### src/rtl/dma_copy_master.sv
// Bus initiator copying a byte block between address ranges over the synchronous
// cpu6502-style memory bus (read data valid the cycle after the address).
module dma_copy_master #(
  parameter int unsigned ADDR_W = 16,
  parameter int unsigned DATA_W = 8,
  parameter int unsigned LEN_W  = 9
) (
  input  logic              cclk,
  input  logic              reset,
  input  logic              start,
  input  logic [ADDR_W-1:0] src_addr,
  input  logic [ADDR_W-1:0] dst_addr,
  input  logic [LEN_W-1:0]  len,
  output logic              busy,
  output logic              done,
  output logic              bus_req,
  input  logic              bus_gnt,
  output logic [ADDR_W-1:0] AB,
  output logic [DATA_W-1:0] DO,
  output logic              WE,
  input  logic [DATA_W-1:0] DI
);

  typedef enum logic [2:0] {
    S_IDLE = 3'd0,
    S_REQ  = 3'd1,
    S_RD   = 3'd2,
    S_CAP  = 3'd3,
    S_WR   = 3'd4,
    S_DONE = 3'd5
  } state_t;

  state_t            r_state;
  logic [ADDR_W-1:0] r_src;
  logic [ADDR_W-1:0] r_dst;
  logic [LEN_W-1:0]  r_cnt;
  logic [ADDR_W-1:0] r_ab;
  logic [DATA_W-1:0] r_do;
  logic              r_we;
  logic              r_busy;
  logic              r_done;
  logic              r_bus_req;

  logic [ADDR_W-1:0] w_src_inc;
  logic [ADDR_W-1:0] w_dst_inc;
  logic [LEN_W-1:0]  w_cnt_dec;
  logic              w_last;

  // Address increments wrap naturally at 2^ADDR_W.
  assign w_src_inc = r_src + ADDR_W'(1);
  assign w_dst_inc = r_dst + ADDR_W'(1);
  assign w_cnt_dec = r_cnt - LEN_W'(1);
  assign w_last    = (r_cnt == LEN_W'(1));

  assign busy    = r_busy;
  assign done    = r_done;
  assign bus_req = r_bus_req;
  assign AB      = r_ab;
  assign DO      = r_do;
  assign WE      = r_we;

  // Outputs are loaded on the transition into each state, so they always match
  // the current state; AB/DO/WE stay 0 outside RD/CAP/WR for OR-muxing.
  always_ff @(posedge cclk) begin
    if (reset) begin
      r_state   <= S_IDLE;
      r_src     <= '0;
      r_dst     <= '0;
      r_cnt     <= '0;
      r_ab      <= '0;
      r_do      <= '0;
      r_we      <= 1'b0;
      r_busy    <= 1'b0;
      r_done    <= 1'b0;
      r_bus_req <= 1'b0;
    end else begin
      r_done <= 1'b0;
      case (r_state)
        S_IDLE: begin
          if (start) begin
            if (len != '0) begin
              r_src     <= src_addr;
              r_dst     <= dst_addr;
              r_cnt     <= len;
              r_busy    <= 1'b1;
              r_bus_req <= 1'b1;
              r_state   <= S_REQ;
            end else begin
              r_done <= 1'b1;
            end
          end
        end
        S_REQ: begin
          if (bus_gnt) begin
            r_ab    <= r_src;
            r_we    <= 1'b0;
            r_state <= S_RD;
          end
        end
        S_RD: begin
          r_state <= S_CAP;
        end
        S_CAP: begin
          // r_do doubles as the data register holding the captured byte.
          r_ab    <= r_dst;
          r_do    <= DI;
          r_we    <= 1'b1;
          r_state <= S_WR;
        end
        S_WR: begin
          r_src <= w_src_inc;
          r_dst <= w_dst_inc;
          r_cnt <= w_cnt_dec;
          r_we  <= 1'b0;
          r_do  <= '0;
          if (w_last) begin
            r_ab      <= '0;
            r_busy    <= 1'b0;
            r_bus_req <= 1'b0;
            r_done    <= 1'b1;
            r_state   <= S_DONE;
          end else if (bus_gnt) begin
            r_ab    <= w_src_inc;
            r_state <= S_RD;
          end else begin
            // Grant lost: release the bus at this byte boundary and re-request.
            r_ab    <= '0;
            r_state <= S_REQ;
          end
        end
        S_DONE: begin
          r_state <= S_IDLE;
        end
        default: begin
          r_state   <= S_IDLE;
          r_ab      <= '0;
          r_do      <= '0;
          r_we      <= 1'b0;
          r_busy    <= 1'b0;
          r_bus_req <= 1'b0;
        end
      endcase
    end
  end

endmodule
### config.mk
export PLATFORM = sky130hd
export DESIGN_NAME = dma_copy_master
export DESIGN_NICKNAME = d
export VERILOG_FILES = /design/src/rtl/dma_copy_master.sv
export SDC_FILE = /design/constraint.sdc
export NUM_CORES = 1
export LEC_CHECK = 0
export CORE_MARGIN = 1.5
export CORE_UTILIZATION = 52
export DETAILED_ROUTE_END_ITERATION = 16
export PLACE_DENSITY = 0.81
export SETUP_SLACK_MARGIN = 0.02
export SLEW_MARGIN = 10
export SYNTH_ARGS = -nofsm -noshare
export SYNTH_HDL_FRONTEND = slang
export SYNTH_SLANG_ARGS = --single-unit
### constraint.sdc
create_clock -name cclk -period 2.2 [get_ports cclk]
set_input_delay 0.66 -clock cclk [delete_from_list [all_inputs] [get_ports cclk]]
set_output_delay 0.66 -clock cclk [all_outputs]
set_load 0.02 [all_outputs]
==> results of run 1 <==
-- through the flow --
stage	setup slack [ns]	TNS, ns	utilization (%)	instances
after global placement	-0.335	-11.05	68.7	734
after global routing	-0.0447	-0.0895	73.3	755
final	-0.00618	-0.00618	73.3	755
after detailed placement	-0.402	-13.71	68.7	734
after CTS	0.0223	0	71.5	750
after floorplan	0.139	0	-	556
-- placed cells by master (no fill, tap or decap), types with 8 or more instances in the layout --
| cell type | Yosys | layout |
|---|---|---|
| a22oi_1 | 10 | 10 |
| o21ai_0 | 30 | 30 |
| nand2_1 | 67 | 67 |
| inv_1 | 14 | 13 |
| nand3_1 | 17 | 17 |
| clkdlybuf4s50_1 | 0 | 77 |
| nor2_1 | 52 | 52 |
| xnor2_1 | 8 | 8 |
| a222oi_1 | 10 | 10 |
| nand4_1 | 12 | 12 |
| buf_4 | 1 | 45 |
| nor4_1 | 10 | 9 |
| dfxtp_1 | 71 | 69 |
| clkbuf_8 | 1 | 11 |
| a211oi_1 | 16 | 16 |
| o21a_1 | 11 | 11 |
| nor3_1 | 16 | 15 |
| a21oi_1 | 55 | 55 |
-- worst paths after layout --
kind / startpoint / end
hold / removal: r_cnt[6] / r_cnt[6]
setup / recovery: r_cnt[1] / AB[6]
hold reg to reg: r_cnt[6] / r_cnt[6]
setup reg to reg: r_cnt[1] / AB[6]
-- sequential cells by signal, indices dropped and copies added (netlist names) --
name / count
WE: 1
r_cnt: 9
DO: 8
AB: 16
r_src: 16
r_state: 3
bus_req: 1
done: 1
r_dst: 16
-- cells by family after synthesis --
kind of cell / after synthesis / share of synthesized area (%)
AO/OA/AOI/OAI: 184 / 29.4
XOR/XNOR: 14 / 2.94
adder cells (fa/ha/maj): 4 / 1.20
buffers and inverters: 66 / 6.45
flip-flops: 71 / 34.1
multiplexers: 9 / 2.22
AND/OR/NAND/NOR: 208 / 23.7
-- power by group --
group | switching, mW | internal (mW)
Combinational | 0.432 | 0.401
Clock | 0.548 | 0.589
Sequential | 0.120 | 1.37
Total | 1.10 | 2.36
-- what timing repair did --
action,CTS,global route
gates resized for setup,1,15
pin swaps,1,7
cloned,0,2
buffers inserted,0,3
endpoints found under the setup margin,15,32
-- worst max-delay path: stages (launching register included) --
cell      delay, ns
dfxtp_2        0.33
inv_2          0.07
ha_4           0.13
or4b_4         0.46
or4_4          0.54
and3_4         0.21
a222oi_1       0.27
nor2_1         0.09
-- per-layer routing --
layer | wire (um) | vias to the layer above
met4 | 311 | 0
met2 | 6610 | 307
met5 | 0 | -
met3 | 1150 | 44
li1 | - | 2243
met1 | 5650 | 2243
-- cell type report --
class                   instances  area share, %
clock buffers                  12           2.74
clock inverters                 4          0.949
inverters                      14          0.927
multi-input cells             419           45.1
flip-flops and latches         71           25.1
well taps                     102           2.25
repair buffers                133           22.9
==> impl_metrics.ini, run 1 <==
[cells_and_area]
multi_input_area_um2 = 2550
num-nets-final = 705
seqCellArea_um2 = 1420
num_antenna_cells = 0
syn2layout_area_growth_pct = 35.9
design_area_um2 = 5670
final.fill_count = 578
layout-drive-gt1-share_pct = 13.9

[clocking]
cts_made_buffers = 9
root_buffer = clkbuf_8
insertion_delay_ns = 0.36
cts_sinks = 71
cts_hold_buf = 0
cts_tree = built
h-tree-depth = 3
clkTransAtPathRegs_ns = 0.09
clockBufferDepth = 2

[critical_path]
crit_fanout = 5
worst-r2r-cell-count = 7
crit_path_end_kind = register
cp.required_ns = 2.45
cp.arrival_ns = 2.45
rrSetupSlack_ns = -0.006
critPathKind = register to register
cp-start-kind = register

[synth]
synth_commonest_cells = dfxtp_1 (71), nand2_1 (67), a21oi_1 (55), nor2_1 (52), clkbuf_1 (41)
netlist.area_leader.share_pct = 34.1
synth_edf_count = 0
synthCells = 556
avgSynthCellArea_um2 = 7.50
synth.net_count = 613
ys.flop_type = dfxtp_1
synth-seq-cells = 71
seq_area_frac_synth_pct = 34.1
synth.most_common_cell = dfxtp_1
netlist_area_um2 = 4170
yosys_warnings = 0
yosysUniqueCellTypes = 61
synthArstFlopShare_pct = 0
yosys.area.top_type = dfxtp_1
synth_area_leaders = dfxtp_1 (34%), a21oi_1 (6.6%), nand2_1 (6.0%)

[grt]
first_global_vias = 4346
grt.busiest_layer = met2
gr-usage-met3_pct = 4.93
grt_max_degree = 28
gr-total-overflow = 0
met1_usage_pct = 40.4
met2_usage_pct = 52.9
grt.total_usage_pct = 31.2
antenna_found_initial = 0
grt_pass1_wl_um = 21300

[timing]
setup_viol = 1
finalHoldViolations = 0
whs_ns = 0.493
maxSlewHeadroom_pct = 56.7
report.final.slew_viol_count = 0
tightestPinTransition_ns = 0.643
fin_ws_ns = -0.00618
fin_crit_ns = 2.21
rsz0062_at_grt = true
fmaxAchievable_mhz = 453
finalCritPeriodShare_pct = 100
clock-skew-final_ns = 0.0115

[detailed_routing]
vias_per_cell = 6.41
wl_um = 13700
ant_nets = 0
dr.pass1.iters = 7
wl_per_cell_um = 18.2
vias = 4837
drt_first_iter_violations = 488
drc = 0

[die]
core-area_um2 = 7730
ios = 81
initial_utilization_pct = 54.0
die_h_um = 92.6
fp.dieW_um = 92.6
placementRows = 32
dieArea_um2 = 8570

[placed_design]
dp_hpwl_um = 9320
placed_area_um2 = 5310
gp_congestion = 0.928
port_buffers = 80

[pwr]
leakage_nw = 2.05
totalPowerFinal_mw = 3.46
p_per_area_nw_per_um2 = 610
ir_worst_vdd_uv = 366

[hold_path]
holdPathStages = 2
hold_class = register to register

[outcome]
outcome = finished with violations
violations = negative setup slack

[flow_run]
cap_violations = 0
No activity file was read; power rests on OpenSTA's default activity.
==> run 2, diff against run 1 <==
CELL_PAD_IN_SITES_DETAIL_PLACEMENT = 1   (was default)
CELL_PAD_IN_SITES_GLOBAL_PLACEMENT = 2   (was default)
CORE_MARGIN = default   (was 1.5)
CORE_UTILIZATION = 30   (was 52)
PLACE_DENSITY = 0.82   (was 0.81)
==> run 2 against run 1 <==
Effect of this change: the run now ends clean; total power grew 8.3%; flip-flop and latch count is the same; final area grew 4.3%; die area up 68%; count of clock-buffer cells in the layout is 3 lower; cell count grew 12%; non-clock buffer count is 15 higher; critical endpoint is now AB[2]; largest cell class unchanged.
==> impl_metrics.ini, run 2 (synthesis results as in run 1) <==
[outcome]
outcome = finished, final reports clean

[clocking]
cts_made_buffers = 9
clkTransAtPathRegs_ns = 0.06
cts_tree = built
root_buffer = clkbuf_16
h-tree-depth = 3
cts_sinks = 71
clockBufferDepth = 2
insertion_delay_ns = 0.35

[timing]
tightestPinTransition_ns = 0.582
finalHoldViolations = 0
whs_ns = 0.506
rsz0062_at_grt = false
report.final.slew_viol_count = 0
fmaxAchievable_mhz = 474
maxSlewHeadroom_pct = 60.8
finalCritPeriodShare_pct = 95.8
clock-skew-final_ns = 0.00789
fin_crit_ns = 2.11
setup_viol = 0
fin_ws_ns = 0.0922

[critical_path]
cp_top_family = simple AND/OR/NAND/NOR gates
rrSetupSlack_ns = 0.09
cp.arrival_ns = 2.32
cp_cell_sequence = inv_2 > ha_4 > or4b_4 > or4_4 > and3_4 > a22oi_2 > o22ai_1
rr_startpoint = r_cnt[1]
crit_start = r_cnt[1]
slowest_delay_ns = 0.48
cp.required_ns = 2.41
critPathSlowestCell = or4_4
crit_fanout = 5
critPathKind = register to register
path_buf_inv = 1
crit_path_end_kind = register
cp-start-kind = register

[pwr]
totalPowerFinal_mw = 3.75
ir_worst_vdd_uv = 379
p_per_area_nw_per_um2 = 634
leakage_nw = 2.18

[cells_and_area]
seqCellArea_um2 = 1420
final.fill_count = 1622
num_antenna_cells = 0
num-nets-final = 720
syn2layout_area_growth_pct = 41.7
final_common_cell = clkdlybuf4s50_1
postLayoutCoreUtil_pct = 44.1
multi_input_area_um2 = 2550
layout_common_cells = clkdlybuf4s50_1 (72), dfxtp_1 (69), nand2_1 (67), buf_4 (60), a21oi_1 (55)
layout-drive-gt1-share_pct = 16.5
design_area_um2 = 5910

[detailed_routing]
drt_first_iter_violations = 365
ant_nets = 0
wl_um = 15500
wl_per_cell_um = 18.4
vias = 4671
drc = 0
dr.pass1.iters = 5
vias_per_cell = 5.53

[placed_design]
gp_congestion = 0.821
dp_hpwl_um = 11500
placed_area_um2 = 5510
port_buffers = 80
dpl_worst_slack_ns = -0.484

[grt]
gr-total-overflow = 0
grt.total_usage_pct = 22.5
grt_pass1_wl_um = 25300
antenna_found_initial = 0
grt_max_degree = 39
first_global_vias = 4796

[die]
initial_utilization_pct = 31.1
placementRows = 42
dieArea_um2 = 14400
die_h_um = 120
ios = 81
core-area_um2 = 13400
fp.dieW_um = 120

[hold_path]
min-delay-start = WE
hold_class = register to register

[flow_run]
cap_violations = 0
## run 2: through the flow
step / std cells / TNS, ns
6_report: 844 / 0
5_1_grt: 844 / 0
4_1_cts: 842 / 0
3_5_place_dp: 824 / -14.36
3_3_place_gp: 824 / -12.07
2_1_floorplan: 556 / 0
## run 2: final timing paths
check | end | cells past startpoint
worst max-delay path | AB[2] | 7
worst min-delay path | WE | 2
worst max register to register | AB[2] | 7
worst min register to register | WE | 2
## run 2: worst min-delay path, cell delays in order (launching register included)
cell and delay (ns):
dfxtp_1 0.33, a21oi_1 0.06, nor2_1 0.08
## run 2: layer usage
metal / up-vias / part of all wire (%) / GRT usage (%)
met5: - / 0 / 0
met4: 0 / 2.0 / 7.58
met3: 23 / 3.5 / 3.71
met2: 97 / 49 / 37.6
met1: 2280 / 46 / 29.2
li1: 2271 / - / -
## run 2: layout make-up
type / count / share of cell area [%]
Inverter: 14 / 0.889
Timing Repair Buffer: 148 / 23.5
Sequential cell: 71 / 24.1
Tap cell: 176 / 3.73
Clock inverter: 7 / 0.826
Clock buffer: 9 / 3.81
Multi-Input combinational cell: 419 / 43.2
## run 2: report_power, final
part | total (mW) | internal, mW | switching [mW]
sequential | 1.48 | 1.37 | 0.114
clock | 1.39 | 0.763 | 0.632
combinational | 0.866 | 0.416 | 0.451
## run 2: what timing repair did
| action | in CTS | in global routing |
|---|---|---|
| setup buffers | 2 | 2 |
| gates resized for setup | 14 | 12 |
| pin swaps | 6 | 6 |
| hold buffers | 0 | 0 |
| setup endpoints to repair | 27 | 51 |
==> run 3, diff against run 2 <==
==> constraint.sdc (replaced) <==
create_clock -name cclk -period 2.2 [get_ports cclk]
set_input_delay 0.44 -clock cclk [delete_from_list [all_inputs] [get_ports cclk]]
set_output_delay 0.44 -clock cclk [all_outputs]
set_load 0.02 [all_outputs]
==> run 3 against run 2 <==
Effect of this change: critical path depth grew 1; die area is the same; combinational power shrank 4.3%; highest routed layer unchanged; cell count shrank 1.1%; sequential share of layout area grew 0.38 points; critical endpoint is now r_state[1]; global-route usage shrank 0.37 points; routed wire length shrank 1.3%; utilization shrank 0.68 points; total power grew 1.7%; setup slack lost 0.039 ns; critical path type unchanged.
==> impl_metrics.ini, run 3 (synthesis results as in run 1) <==
[outcome]
outcome = finished, final reports clean

[critical_path]
crit_path_end_kind = register
critPathKind = register to register
cp-start-kind = register
crit_start = r_cnt[1]
rrSetupSlack_ns = 0.05
rr_startpoint = r_cnt[1]
worst-r2r-cell-count = 8
crit_fanout = 5
cp.required_ns = 2.43
cp.arrival_ns = 2.38
r2r-end = r_state[1]

[pwr]
leakage_nw = 2.08
p_per_area_nw_per_um2 = 655
ir_worst_vdd_uv = 332
totalPowerFinal_mw = 3.81

[hold_path]
hold_class = register to register
min_to = DO[4]
holdPathStages = 2
min-delay-start = DO[4]

[clocking]
clockBufferDepth = 2
clkTransAtPathRegs_ns = 0.06
cts_tree = built
h-tree-depth = 3
cts_made_buffers = 9
insertion_delay_ns = 0.35
root_buffer = clkbuf_16
cts_sinks = 71

[placed_design]
dp_hpwl_um = 11200
port_buffers = 80
gp_congestion = 0.801

[die]
die_h_um = 120
placementRows = 42
initial_utilization_pct = 31.1
ios = 81
dieArea_um2 = 14400
fp.dieW_um = 120
core-area_um2 = 13400

[detailed_routing]
vias = 4638
dr.pass1.iters = 5
vias_per_cell = 5.55
ant_nets = 0
drc = 0
wl_per_cell_um = 18.4
drt_first_iter_violations = 268
wl_um = 15300

[cells_and_area]
syn2layout_area_growth_pct = 39.5
num_antenna_cells = 0
num-nets-final = 711
final_common_cell = clkdlybuf4s50_1
layout-drive-gt1-share_pct = 15.2
seqCellArea_um2 = 1420
final.fill_count = 1615
multi_input_area_um2 = 2530
layout_common_cells = clkdlybuf4s50_1 (79), dfxtp_1 (69), nand2_1 (66), a21oi_1 (54), buf_4 (54)
postLayoutCoreUtil_pct = 43.4

[timing]
tightestPinTransition_ns = 0.866
report.final.slew_viol_count = 0
rsz0062_at_grt = true
setup_viol = 0
finalCritPeriodShare_pct = 97.6
finalHoldViolations = 0
whs_ns = 0.501
fmaxAchievable_mhz = 466
maxSlewHeadroom_pct = 42.2
clock-skew-final_ns = 0.00556
fin_crit_ns = 2.15

[grt]
first_global_vias = 4861
grt_pass1_wl_um = 25000
antenna_found_initial = 0
grt_max_degree = 66
grt.total_usage_pct = 22.1
gr-total-overflow = 0

[flow_run]
cap_violations = 0
## run 3: area by class of cell
class,instances,share of cell area [%]
clock buffer,10,4.11
multi-input combinational,419,43.5
tap,176,3.78
sequential,71,24.5
timing repair buffer,139,22.2
inverter,14,0.903
clock inverter,6,1.03
## run 3: critical path, stage by stage, from the launching register on
cell,delay (ns)
dfxtp_2,0.32
inv_2,0.07
ha_4,0.13
or4b_4,0.46
or4_4,0.53
and3_4,0.21
buf_4,0.15
a21oi_2,0.10
nor2_1,0.06
## run 3: worst max path at each step
stage	endpoint	slack, ns	depth (start not counted)
4_1_cts	AB[10]	0.03	8
3_3_place_gp	r_dst[4]	-0.16	8
6_report	r_state[1]	0.05	8
3_5_place_dp	r_dst[13]	-0.26	8
5_1_grt	r_state[1]	-0.02	8
2_1_floorplan	r_state[1]	0.17	7
## run 3: metrics by stage
step,instances,setup TNS (ns),instance area (um2),worst slack (ns)
floorplan,556,0,4170,0.173
global placement,817,-3.48,5460,-0.158
detailed placement,817,-6.31,5460,-0.263
CTS,833,0,5760,0.0333
global route,835,-0.0522,5820,-0.0219
finish,835,0,5820,0.0528
## run 3: per-layer routing
layer  track usage [%]  vias up  wire, um
li1                  -     2247         -
met1              27.6     2268      6870
met2              38.3      103      7660
met3              3.09       20       527
met4              8.67        0       284
met5                 0        -         0
## run 3: power breakdown
part           leakage (nW)  internal (mW)  switching (mW)
Sequential            0.581           1.37           0.112
Clock                 0.144          0.902           0.597
Combinational          1.36          0.391           0.438
## run 3: timing repair
action | CTS | global route
resized for setup | 1 | 11
setup buffers | 0 | 2
gates cloned | 0 | 0
endpoints found under the setup margin | 4 | 15
hold buffers | 0 | 0
pin swaps | 0 | 6
